File: config.mk
export PLATFORM = sky130hd
export DESIGN_NAME = arbiter_capture_ctrl
export DESIGN_NICKNAME = d
export VERILOG_FILES = /design/src/rtl/arbiter_capture_ctrl.sv
export SDC_FILE = /design/constraint.sdc
export NUM_CORES = 1
export LEC_CHECK = 0
export CAP_MARGIN = 20
export CORE_UTILIZATION = 46
export CTS_BUF_LIST = sky130_fd_sc_hd__clkbuf_16
export CTS_CLUSTER_DIAMETER = 40
export DETAILED_ROUTE_END_ITERATION = 16
export PLACE_DENSITY = 0.85
export SYNTH_ARGS = -nofsm -noshare
export SYNTH_HDL_FRONTEND = slang
export SYNTH_SLANG_ARGS = --single-unit
File: constraint.sdc
create_clock -name iclk -period 5.3 [get_ports iclk]
set_input_delay 0.53 -clock iclk [delete_from_list [all_inputs] [get_ports iclk]]
set_output_delay 0.53 -clock iclk [all_outputs]
set_load 0.005 [all_outputs]
File: src/rtl/arbiter_capture_ctrl.sv
// Arbiter-PUF capture controller: clears the arbiter, launches a pulse into both delay chains, samples the winner and majority-votes it over C_REPEAT runs.
// Latency: ovalid rises 1 + C_REPEAT*(2*C_SETTLE+1) cycles after the accepting edge; one challenge in flight, oready low while busy.
// Backpressure: the result is held in DONE until ovalid&&iready; optional macro PUF_UNSTABLE_DETECT_EN enables the ounstable flag.
module arbiter_capture_ctrl #(
    parameter int C_LENGTH = 32,
    parameter int C_SETTLE = 8,
    parameter int C_REPEAT = 7
) (
    input  logic                          iclk,
    input  logic                          irst,
    input  logic                          ivalid,
    input  logic [C_LENGTH-1:0]           ichallenge,
    output logic                          oready,
    output logic [C_LENGTH-1:0]           ochallenge,
    output logic                          opulse,
    output logic                          oarb_clr,
    input  logic                          iarb_resp,
    output logic                          ovalid,
    input  logic                          iready,
    output logic                          oresp,
    output logic [$clog2(C_REPEAT+1)-1:0] ovote,
    output logic                          ounstable
);

    // Vote counter is sized to hold C_REPEAT exactly, so it can never wrap.
    localparam int VW = $clog2(C_REPEAT + 1);
    // Phase counter only has to reach C_SETTLE-1.
    localparam int PW = (C_SETTLE > 1) ? $clog2(C_SETTLE) : 1;

    localparam logic [PW-1:0] PHASE_LAST = PW'(C_SETTLE - 1);
    localparam logic [VW-1:0] EVAL_LAST  = VW'(C_REPEAT - 1);
    localparam logic [VW-1:0] HALF       = VW'(C_REPEAT / 2);

    typedef enum logic [2:0] {
        IDLE   = 3'd0,
        CLEAR  = 3'd1,
        LAUNCH = 3'd2,
        SAMPLE = 3'd3,
        DONE   = 3'd4
    } state_t;

    state_t         state;
    state_t         state_nxt;
    logic [PW-1:0]  phase_cnt;
    logic [VW-1:0]  eval_cnt;
    logic           pulse_nxt;

    // State register; reset wins over every other input.
    always_ff @(posedge iclk) begin
        if (irst) begin
            state <= IDLE;
        end else begin
            state <= state_nxt;
        end
    end

    // Next-state decode: each pulse phase lasts C_SETTLE cycles, SAMPLE lasts one.
    always_comb begin
        state_nxt = state;
        unique case (state)
            IDLE: begin
                if (ivalid) begin
                    state_nxt = CLEAR;
                end
            end
            CLEAR: begin
                if (phase_cnt == PHASE_LAST) begin
                    state_nxt = LAUNCH;
                end
            end
            LAUNCH: begin
                if (phase_cnt == PHASE_LAST) begin
                    state_nxt = SAMPLE;
                end
            end
            SAMPLE: begin
                if (eval_cnt == EVAL_LAST) begin
                    state_nxt = DONE;
                end else begin
                    state_nxt = CLEAR;
                end
            end
            DONE: begin
                // Only the registered ovalid can complete the handshake.
                if (ovalid && iready) begin
                    state_nxt = IDLE;
                end
            end
            default: state_nxt = IDLE;
        endcase
    end

    // Pulse is high across LAUNCH and the SAMPLE cycle, low everywhere else.
    always_comb begin
        pulse_nxt = 1'b0;
        if ((state_nxt == LAUNCH) || (state_nxt == SAMPLE)) begin
            pulse_nxt = 1'b1;
        end
    end

    // Phase timer restarts on every state change and only runs in the timed phases.
    always_ff @(posedge iclk) begin
        if (irst) begin
            phase_cnt <= '0;
        end else if ((state_nxt != state) || (state != CLEAR && state != LAUNCH)) begin
            phase_cnt <= '0;
        end else begin
            phase_cnt <= phase_cnt + PW'(1);
        end
    end

    // Challenge latch, evaluation counter and vote accumulator.
    always_ff @(posedge iclk) begin
        if (irst) begin
            ochallenge <= '0;
            ovote      <= '0;
            eval_cnt   <= '0;
        end else if (state == IDLE && ivalid) begin
            ochallenge <= ichallenge;
            ovote      <= '0;
            eval_cnt   <= '0;
        end else if (state == SAMPLE) begin
            ovote    <= ovote + VW'(iarb_resp);
            eval_cnt <= eval_cnt + VW'(1);
        end
    end

    // Chain-control and ready outputs registered from the next state so they never glitch.
    always_ff @(posedge iclk) begin
        if (irst) begin
            opulse   <= 1'b0;
            oarb_clr <= 1'b1;
            oready   <= 1'b1;
        end else begin
            opulse   <= pulse_nxt;
            oarb_clr <= ~pulse_nxt;
            oready   <= (state_nxt == IDLE);
        end
    end

    // Result stage: first DONE cycle resolves the final vote, then it holds until taken.
    always_ff @(posedge iclk) begin
        if (irst) begin
            ovalid <= 1'b0;
            oresp  <= 1'b0;
        end else if (state == DONE && !ovalid) begin
            ovalid <= 1'b1;
            oresp  <= (ovote > HALF);
        end else if (state == DONE && iready) begin
            ovalid <= 1'b0;
            oresp  <= 1'b0;
        end
    end

`ifdef PUF_UNSTABLE_DETECT_EN
    localparam logic [VW-1:0] ALL_ONES_VOTE = VW'(C_REPEAT);

    // Flag a challenge whose evaluations disagreed; visible only while ovalid is high.
    always_ff @(posedge iclk) begin
        if (irst) begin
            ounstable <= 1'b0;
        end else if (state == DONE && !ovalid) begin
            ounstable <= (ovote != '0) && (ovote != ALL_ONES_VOTE);
        end else if (state == DONE && iready) begin
            ounstable <= 1'b0;
        end
    end
`else
    assign ounstable = 1'b0;
`endif

endmodule

* After elaboration in Yosys (flattened, before gate mapping)
Cells that the tools add are included.
** Word-level totals
- Flip-flop bits (word level) :: 49
- Output and inout bits :: 41
- Logic and storage cells :: 49
- Bits of input ports :: 37
** Operators by class
- Bitwise logic cells :: 1
- Mux-type cells :: 10
- $add $sub $neg :: 3
- Equality and inequality tests :: 11
- $lt $le $gt $ge :: 1
- Reductions and logical operators :: 13
** Operators by type and width (number)
- $mux W3 :: 5
- $pmux W3 S5 :: 1
- $eq A3 B2 Y1 const B :: 4
- $eq A3 B3 Y1 const B :: 3
- $add A3 B1 Y3 const B :: 2
- $logic_not A3 Y1 :: 2
- $logic_and A1 B1 Y1 :: 5
- $mux W1 :: 4
- $reduce_or A2 Y1 :: 2
- $add A3 B1 Y3 :: 1
- $eq A3 B1 Y1 const B :: 1
- $gt A3 B2 Y1 const B :: 1
- $ne A3 B1 Y1 const B :: 1
- $ne A3 B2 Y1 const B :: 1
- $ne A3 B3 Y1 :: 1
- $logic_or A1 B1 Y1 :: 2
- $reduce_bool A2 Y1 :: 1
- $logic_not A1 Y1 :: 1
- $not A1 Y1 :: 1

* Longest topological paths before layout
Gate-level depths: netlist of run 1.
- Depth after elaboration :: 7
- Mapped depth :: 6
- Mapped depth without buffers :: 6

* Least setup slack after synthesis of run 1
No wires, ideal clock.
- Path type :: reg2reg
- From :: reg phase_cnt[0]
- To :: reg phase_cnt[0]
- Path buffers :: 0
- Period minus slack after synthesis :: 1.696 ns
- Cell stages (with the launch flop) :: 7
- Library setup time :: 0.072 ns
- Required time :: 5.228 ns
- Arrival :: 1.624 ns
- Path slack :: 3.604 ns
- Cell sequence :: dfxtp_1 -> ha_1 -> ha_1 -> mux2_4 -> a32oi_2 -> mux2_4 -> nor3b_2
** On the way
- Word-level cells in the longest chain between the ends :: 6
- Elaborated cells on any way between the ends :: 8
- Classes of those cells :: add/sub: 1; eq/ne: 2; mux: 3; reduce/logical: 2
** Ends and longest elaborated chain
- start: declaration :: line 44 : logic [PW-1:0] phase_cnt;
- start signal: assignment :: line 108 : phase_cnt <= phase_cnt + PW'(1);
- $eq A3 B3 Y1 :: line 67, 72
- $mux W3, on equally long branches :: line 72, 67
- $pmux W3 S5 :: line 60 : unique case (state)
- $ne A3 B3 Y1 :: line 105 : end else if ((state_nxt != state) || (state != CLEAR && state != LAUNCH)) begin
- $logic_or A1 B1 Y1 :: line 105
- $reduce_or A2 Y1 (no source line)
Parallel ways exist; a longest one is shown, timed or not.
A chain may end at the register's enable or synchronous reset.

* Worst setup path after layout of run 1
Same ends and word-level chain as after synthesis.

==> results of run 1 <==
-- Yosys cell counts --
library cell / number
nand2_1: 71
dfxtp_1: 49
a21oi_1: 34
nor2_1: 12
buf_2: 6
ha_1: 6
clkbuf_1: 5
inv_1: 4
buf_6: 3
nand3b_1: 3
o21ai_0: 3
mux2_4: 2
mux2i_1: 2
nand2b_1: 2
nand3_1: 2
xnor2_1: 2
xor2_1: 2
a211oi_1: 1
a21boi_0: 1
a21boi_1: 1
a32oi_1: 1
a32oi_2: 1
and2b_1: 1
and3b_1: 1
buf_4: 1
conb_1: 1
nor3_2: 1
nor3b_1: 1
nor3b_2: 1
nor4b_4: 1
o21bai_2: 1
or2_2: 1
-- cell usage in the layout, fill, tap and decap left out, types with 2 or more instances in the layout --
master / instances
clkdlybuf4s50_1: 76
nand2_1: 71
dfxtp_1: 49
a21oi_1: 34
nor2_1: 12
inv_1: 7
ha_1: 6
clkbuf_16: 5
nand3b_1: 3
o21ai_0: 3
mux2i_1: 2
xnor2_1: 2
nand2b_1: 2
nand3_1: 2
mux2_4: 2
xor2_1: 2
buf_4: 2
-- through the flow --
stage / power, mW / utilization (%) / cell area (um^2)
2_1_floorplan: 0.4860 / - / 1927
3_3_place_gp: 0.5578 / 66.88 / 2675
3_5_place_dp: 0.5648 / 67.25 / 2690
4_1_cts: 0.8579 / 70.66 / 2826
5_1_grt: 0.8890 / 70.66 / 2826
6_report: 0.8489 / 70.66 / 2826
-- flip-flops by register name (all words and copies together) (netlist names) --
name and flops:
ovote 3, oarb_clr 1, ochallenge 32, phase_cnt 3, ovalid 1, state 3, eval_cnt 3, oresp 1
oready 1, opulse 1
-- power breakdown --
group          switching (mW)  total, mW  internal [mW]
Sequential             0.0158      0.408          0.393
Clock                   0.123      0.292          0.170
Combinational          0.0609      0.148         0.0871
-- layer usage --
metal | track usage (%) | vias to the layer above | routed length, um
li1 | - | 866 | -
met1 | 22.76 | 757 | 1825
met2 | 31.82 | 60 | 1973
met3 | 7.705 | 5 | 280
met4 | 7.181 | 0 | 37
met5 | 0 | - | 0
-- area by class of cell --
class | count | share of cell area [%]
Sequential cell | 49 | 34.71
Multi-Input combinational cell | 155 | 29.75
Timing Repair Buffer | 79 | 27.98
Clock buffer | 5 | 4.427
Tap cell | 50 | 2.213
Inverter | 4 | 0.5312
Clock inverter | 3 | 0.3984
-- worst max-delay path by stage --
stage	to	slack [ns]
global route	phase_cnt[0]$_SDFF_PP0_	3.37
floorplan	phase_cnt[0]$_SDFF_PP0_	3.60
finish	phase_cnt[0]$_SDFF_PP0_	3.47
detailed placement	phase_cnt[0]$_SDFF_PP0_	3.21
global placement	ochallenge[29]$_SDFFE_PP0P_	2.93
CTS	phase_cnt[0]$_SDFF_PP0_	3.47
-- kinds of logic after synthesis --
family	after synthesis	share of synthesized area, %
XOR/XNOR	4	1.819
other	1	0.1946
flip-flops	49	50.91
adder cells (fa/ha/maj)	6	3.896
buffers and inverters	19	5.455
AND/OR/NAND/NOR	97	22.47
AO/OA/AOI/OAI	43	12.66
multiplexers	4	2.598
==> flow_summary.ini, run 1 <==
[run_status]
status = finished clean

[layout]
areaGrowthSynthToFinish_pct = 46.69
multi_input_comb_area_um2 = 840.8
diodes = 0
fin_cells = 345
seq_area_um2 = 980.9
fillCellCount = 334
nNetsFinal = 337
drive_gt1_share_pct = 5.424

[floorplan]
die_w_um = 66.72
num_rows = 23
dieHeight_um = 66.72
io-pin-count = 78
start_util_pct = 48.17
coreArea_mm2 = 0.004000
fp.dieArea_mm2 = 0.004452

[placement]
placed_cells = 337
dp.final_hpwl_mm = 2.807
gp_congestion = 0.7546
portBuffers = 76
dp_slack_ns = 3.211

[worst_setup_path]
worstSetupStartpoint = phase_cnt[0]$_SDFF_PP0_
r2r.worst_path.cells = 6
crit_arrival_ns = 2.04
timing.rr.start = phase_cnt[0]$_SDFF_PP0_
critPathCaptureType = flip-flop
slowest_stage = mux2_4
start_kind = flip-flop
cp_cell_sequence = ha_1 -> ha_1 -> mux2_4 -> a32oi_2 -> mux2_4 -> nor3b_2
reg2reg_to = phase_cnt[0]$_SDFF_PP0_
max_stage_delay_ns = 0.35
reg2reg_slack_ns = 3.47
path_max_fanout = 4
crit_cells = 6
crit_type = reg2reg
cp.buffers_inverters = 0
cp_top_family = multiplexers
crit_required_ns = 5.51

[global_routing]
grtUsageTotal_pct = 19.47
grt_pass1_vias = 1518
grt_first_pass_wirelength_mm = 6.479
overflow = 0
grt_start_max_net_pins = 40
antenna_found_initial = 0

[sta]
skew_ns = 0.005742
max-slew-margin-rel_pct = 62.80
grt_setup_unrepaired = no
maxSlewViolCount = 0
finalHoldViolations = 0
tightest_slew_ns = 0.5564
fin_tns_setup_ns = 0
fin_ws_ns = 3.473
hold_ws_ns = 0.4461
fin_crit_sh_pct = 34.46
fin_crit_ns = 1.827
setup_viol = 0
fmax_ghz = 0.5475

[synthesis]
synth_area_mm2 = 0.001927
yosys.area.top_type_share_pct = 50.91
ys_ff_latch = 49
yosys_warnings = 0
yosysTopAreaCell = dfxtp_1
synth.area.top_cells = dfxtp_1 51%, nand2_1 14%, a21oi_1 8.8%
syn_area_per_cell_um2 = 8.641
syn-instance-count = 223
synthDistinctLibCells = 32
synth_nets = 266
ys_seq_area_share_pct = 50.91

[clock_tree]
cts_setup_buffers = 0
clock-sinks = 49
clk_latency_ns = 0.28
root_buffer = clkbuf_16
hold_buffers = 0
clk_pin_slew_worst_paths_ns = 0.06
cts_buffers = 5
cts_resized = 0
cts_max_path_buffers = 2
cts_max_level = 2
cts_tree = done

[job]
max-cap-violations = 0

[hold_path]
hp-start = phase_cnt[0]$_SDFF_PP0_
min_to = phase_cnt[0]$_SDFF_PP0_
hp-class = reg2reg
holdPathStages = 1

[route]
drt_iter0_markers = 107
drtAntennaViolNets = 0
dr.pass1.iters = 4
routed_via_density = 4.893
drc = 0
via_count = 1688
drt-total-wl_mm = 4.116
wl_per_cell_um = 11.93

[pwr]
p_leak_nw = 1.074
worst_ir_drop_vdd_v = 0.0002008
powerDensity_mw_per_mm2 = 300.4
Power figures use the tool's default switching activity.
==> run 2: changes to the inputs <==
--- a/config.mk
+++ b/config.mk
@@ -6,11 +6,11 @@
 export NUM_CORES = 1
 export LEC_CHECK = 0
 export CAP_MARGIN = 20
-export CORE_UTILIZATION = 46
+export CORE_UTILIZATION = 42
 export CTS_BUF_LIST = sky130_fd_sc_hd__clkbuf_16
 export CTS_CLUSTER_DIAMETER = 40
 export DETAILED_ROUTE_END_ITERATION = 16
-export PLACE_DENSITY = 0.85
+export PLACE_DENSITY = 0.78
 export SYNTH_ARGS = -nofsm -noshare
 export SYNTH_HDL_FRONTEND = slang
 export SYNTH_SLANG_ARGS = --single-unit
==> constraint.sdc (replaced) <==
create_clock -name iclk -period 1.9 [get_ports iclk]
set_input_delay 0.19 -clock iclk [delete_from_list [all_inputs] [get_ports iclk]]
set_output_delay 0.19 -clock iclk [all_outputs]
set_load 0.005 [all_outputs]
==> run 2 against run 1 <==
- critical path depth unchanged
- via count decreased by 1.0%
- clock skew decreased by 0.00064 ns
- wire length down 2.5%
- fmax is 1.4% higher
- combinational power increased to 2.9 times the previous value
- clock power increased to 2.7 times the previous value
- global-route usage shrank 1.8 points
- core utilization shrank 5.5 points
- final area increased by 1.0%
- non-clock buffer count up 3
- register-to-register slack got worse by 3.4 ns
- largest power group unchanged
==> flow_summary.ini, run 2 (same netlist as run 1, synthesis figures left out) <==
[route]
drt-total-wl_mm = 4.013
drtAntennaViolNets = 0
routed_via_density = 4.774
wl_per_cell_um = 11.47
drc = 0
drt_iter0_markers = 60
dr.pass1.iters = 4
via_count = 1671

[floorplan]
num_rows = 24
dieHeight_um = 69.73
start_util_pct = 43.95
coreArea_mm2 = 0.004384
die_w_um = 69.73
io-pin-count = 78
fp.dieArea_mm2 = 0.004862

[hold_path]
hp-class = reg2reg

[clock_tree]
clk_pin_slew_worst_paths_ns = 0.06
cts_tree = done
clock-sinks = 49
cts_max_level = 2
cts_max_path_buffers = 2
clk_latency_ns = 0.28
root_buffer = clkbuf_16
cts_buffers = 5

[layout]
diodes = 0
largest_register = ochallenge
largest_reg_flops = 32
seq_area_um2 = 980.9
multi_input_comb_area_um2 = 852.1
areaGrowthSynthToFinish_pct = 48.18
fillCellCount = 385
drive_gt1_share_pct = 6.376
final_common_cell = clkdlybuf4s50_1
mostFrequentLayoutCells = 76 x clkdlybuf4s50_1, 71 x nand2_1, 49 x dfxtp_1
fin_cells = 350
nNetsFinal = 340

[sta]
fin_crit_sh_pct = 94.81
fin_ws_ns = 0.09856
fin_crit_ns = 1.801
maxSlewViolCount = 0
skew_ns = 0.005104
hold_ws_ns = 0.4497
finalHoldViolations = 0
max-slew-margin-rel_pct = 66.49
fin_tns_setup_ns = 0
fmax_ghz = 0.5551
tightest_slew_ns = 0.5015
grt_setup_unrepaired = no
setup_viol = 0

[global_routing]
grt_first_pass_wirelength_mm = 6.996
antenna_found_initial = 0
overflow = 0
grt_pass1_vias = 1610
grt_start_max_net_pins = 36
grtUsageTotal_pct = 17.70

[worst_setup_path]
start_kind = flip-flop
crit_required_ns = 2.10
path_max_fanout = 4
crit_arrival_ns = 2.00
crit_type = reg2reg
critPathCaptureType = flip-flop

[placement]
placed_cells = 342
portBuffers = 76
dp.final_hpwl_mm = 2.851
gp_congestion = 0.8910
dp_slack_ns = 0.09288

[pwr]
worst_ir_drop_vdd_v = 0.0006643
powerDensity_mw_per_mm2 = 828.1
finalPower_mw = 2.364
p_leak_nw = 1.087

[job]
max-cap-violations = 0

[run_status]
status = finished clean
-- run 2: worst paths after layout --
| check | from | endpoint | slack [ns] | depth (start not counted) |
|---|---|---|---|---|
| max | phase_cnt[0]$_SDFF_PP0_ | phase_cnt[0]$_SDFF_PP0_ | 0.1 | 6 |
| min | ochallenge[30]$_SDFFE_PP0P_ | ochallenge[30]$_SDFFE_PP0P_ | 0.45 | 2 |
| max reg2reg | phase_cnt[0]$_SDFF_PP0_ | phase_cnt[0]$_SDFF_PP0_ | 0.1 | 6 |
| min reg2reg | ochallenge[30]$_SDFFE_PP0P_ | ochallenge[30]$_SDFFE_PP0P_ | 0.45 | 2 |
-- run 2: metrics by stage --
stage | instance area (um^2) | utilization (%)
after floorplan | 1927 | -
after global placement | 2708 | 61.76
after detailed placement | 2708 | 61.76
after CTS | 2844 | 64.87
after global routing | 2855 | 65.13
final | 2855 | 65.13
-- run 2: critical path: stages, from the launching register on --
cell,delay [ns]
dfxtp_1,0.32
ha_1,0.19
ha_1,0.22
mux2_4,0.28
a32oi_4,0.20
mux2_4,0.34
nor3b_2,0.16
-- run 2: layer usage --
metal,vias to the layer above,routed length (um),GRT usage (%)
met3,4,222,4.651
li1,869,-,-
met1,749,1853,22.06
met4,0,56,6.444
met2,49,1881,29.45
met5,-,0,0
-- run 2: area by class of cell --
cell class / instances / share of cell area (%)
Sequential cell: 49 / 34.36
Timing Repair Buffer: 82 / 28.22
Tap cell: 52 / 2.279
Inverter: 4 / 0.5259
Clock inverter: 3 / 0.3944
Multi-Input combinational cell: 155 / 29.84
Clock buffer: 5 / 4.382
-- run 2: repair_timing --
action | CTS | global route
setup buffers | 0 | 0
hold buffers | 0 | 0
gates resized for setup | 0 | 1
endpoints found under the setup margin | 0 | 1
-- run 2: power breakdown --
| group | total [mW] | internal (mW) | switching [mW] |
|---|---|---|---|
| clock network | 0.802 | 0.473 | 0.329 |
| logic | 0.423 | 0.252 | 0.171 |
| registers | 1.14 | 1.10 | 0.0438 |
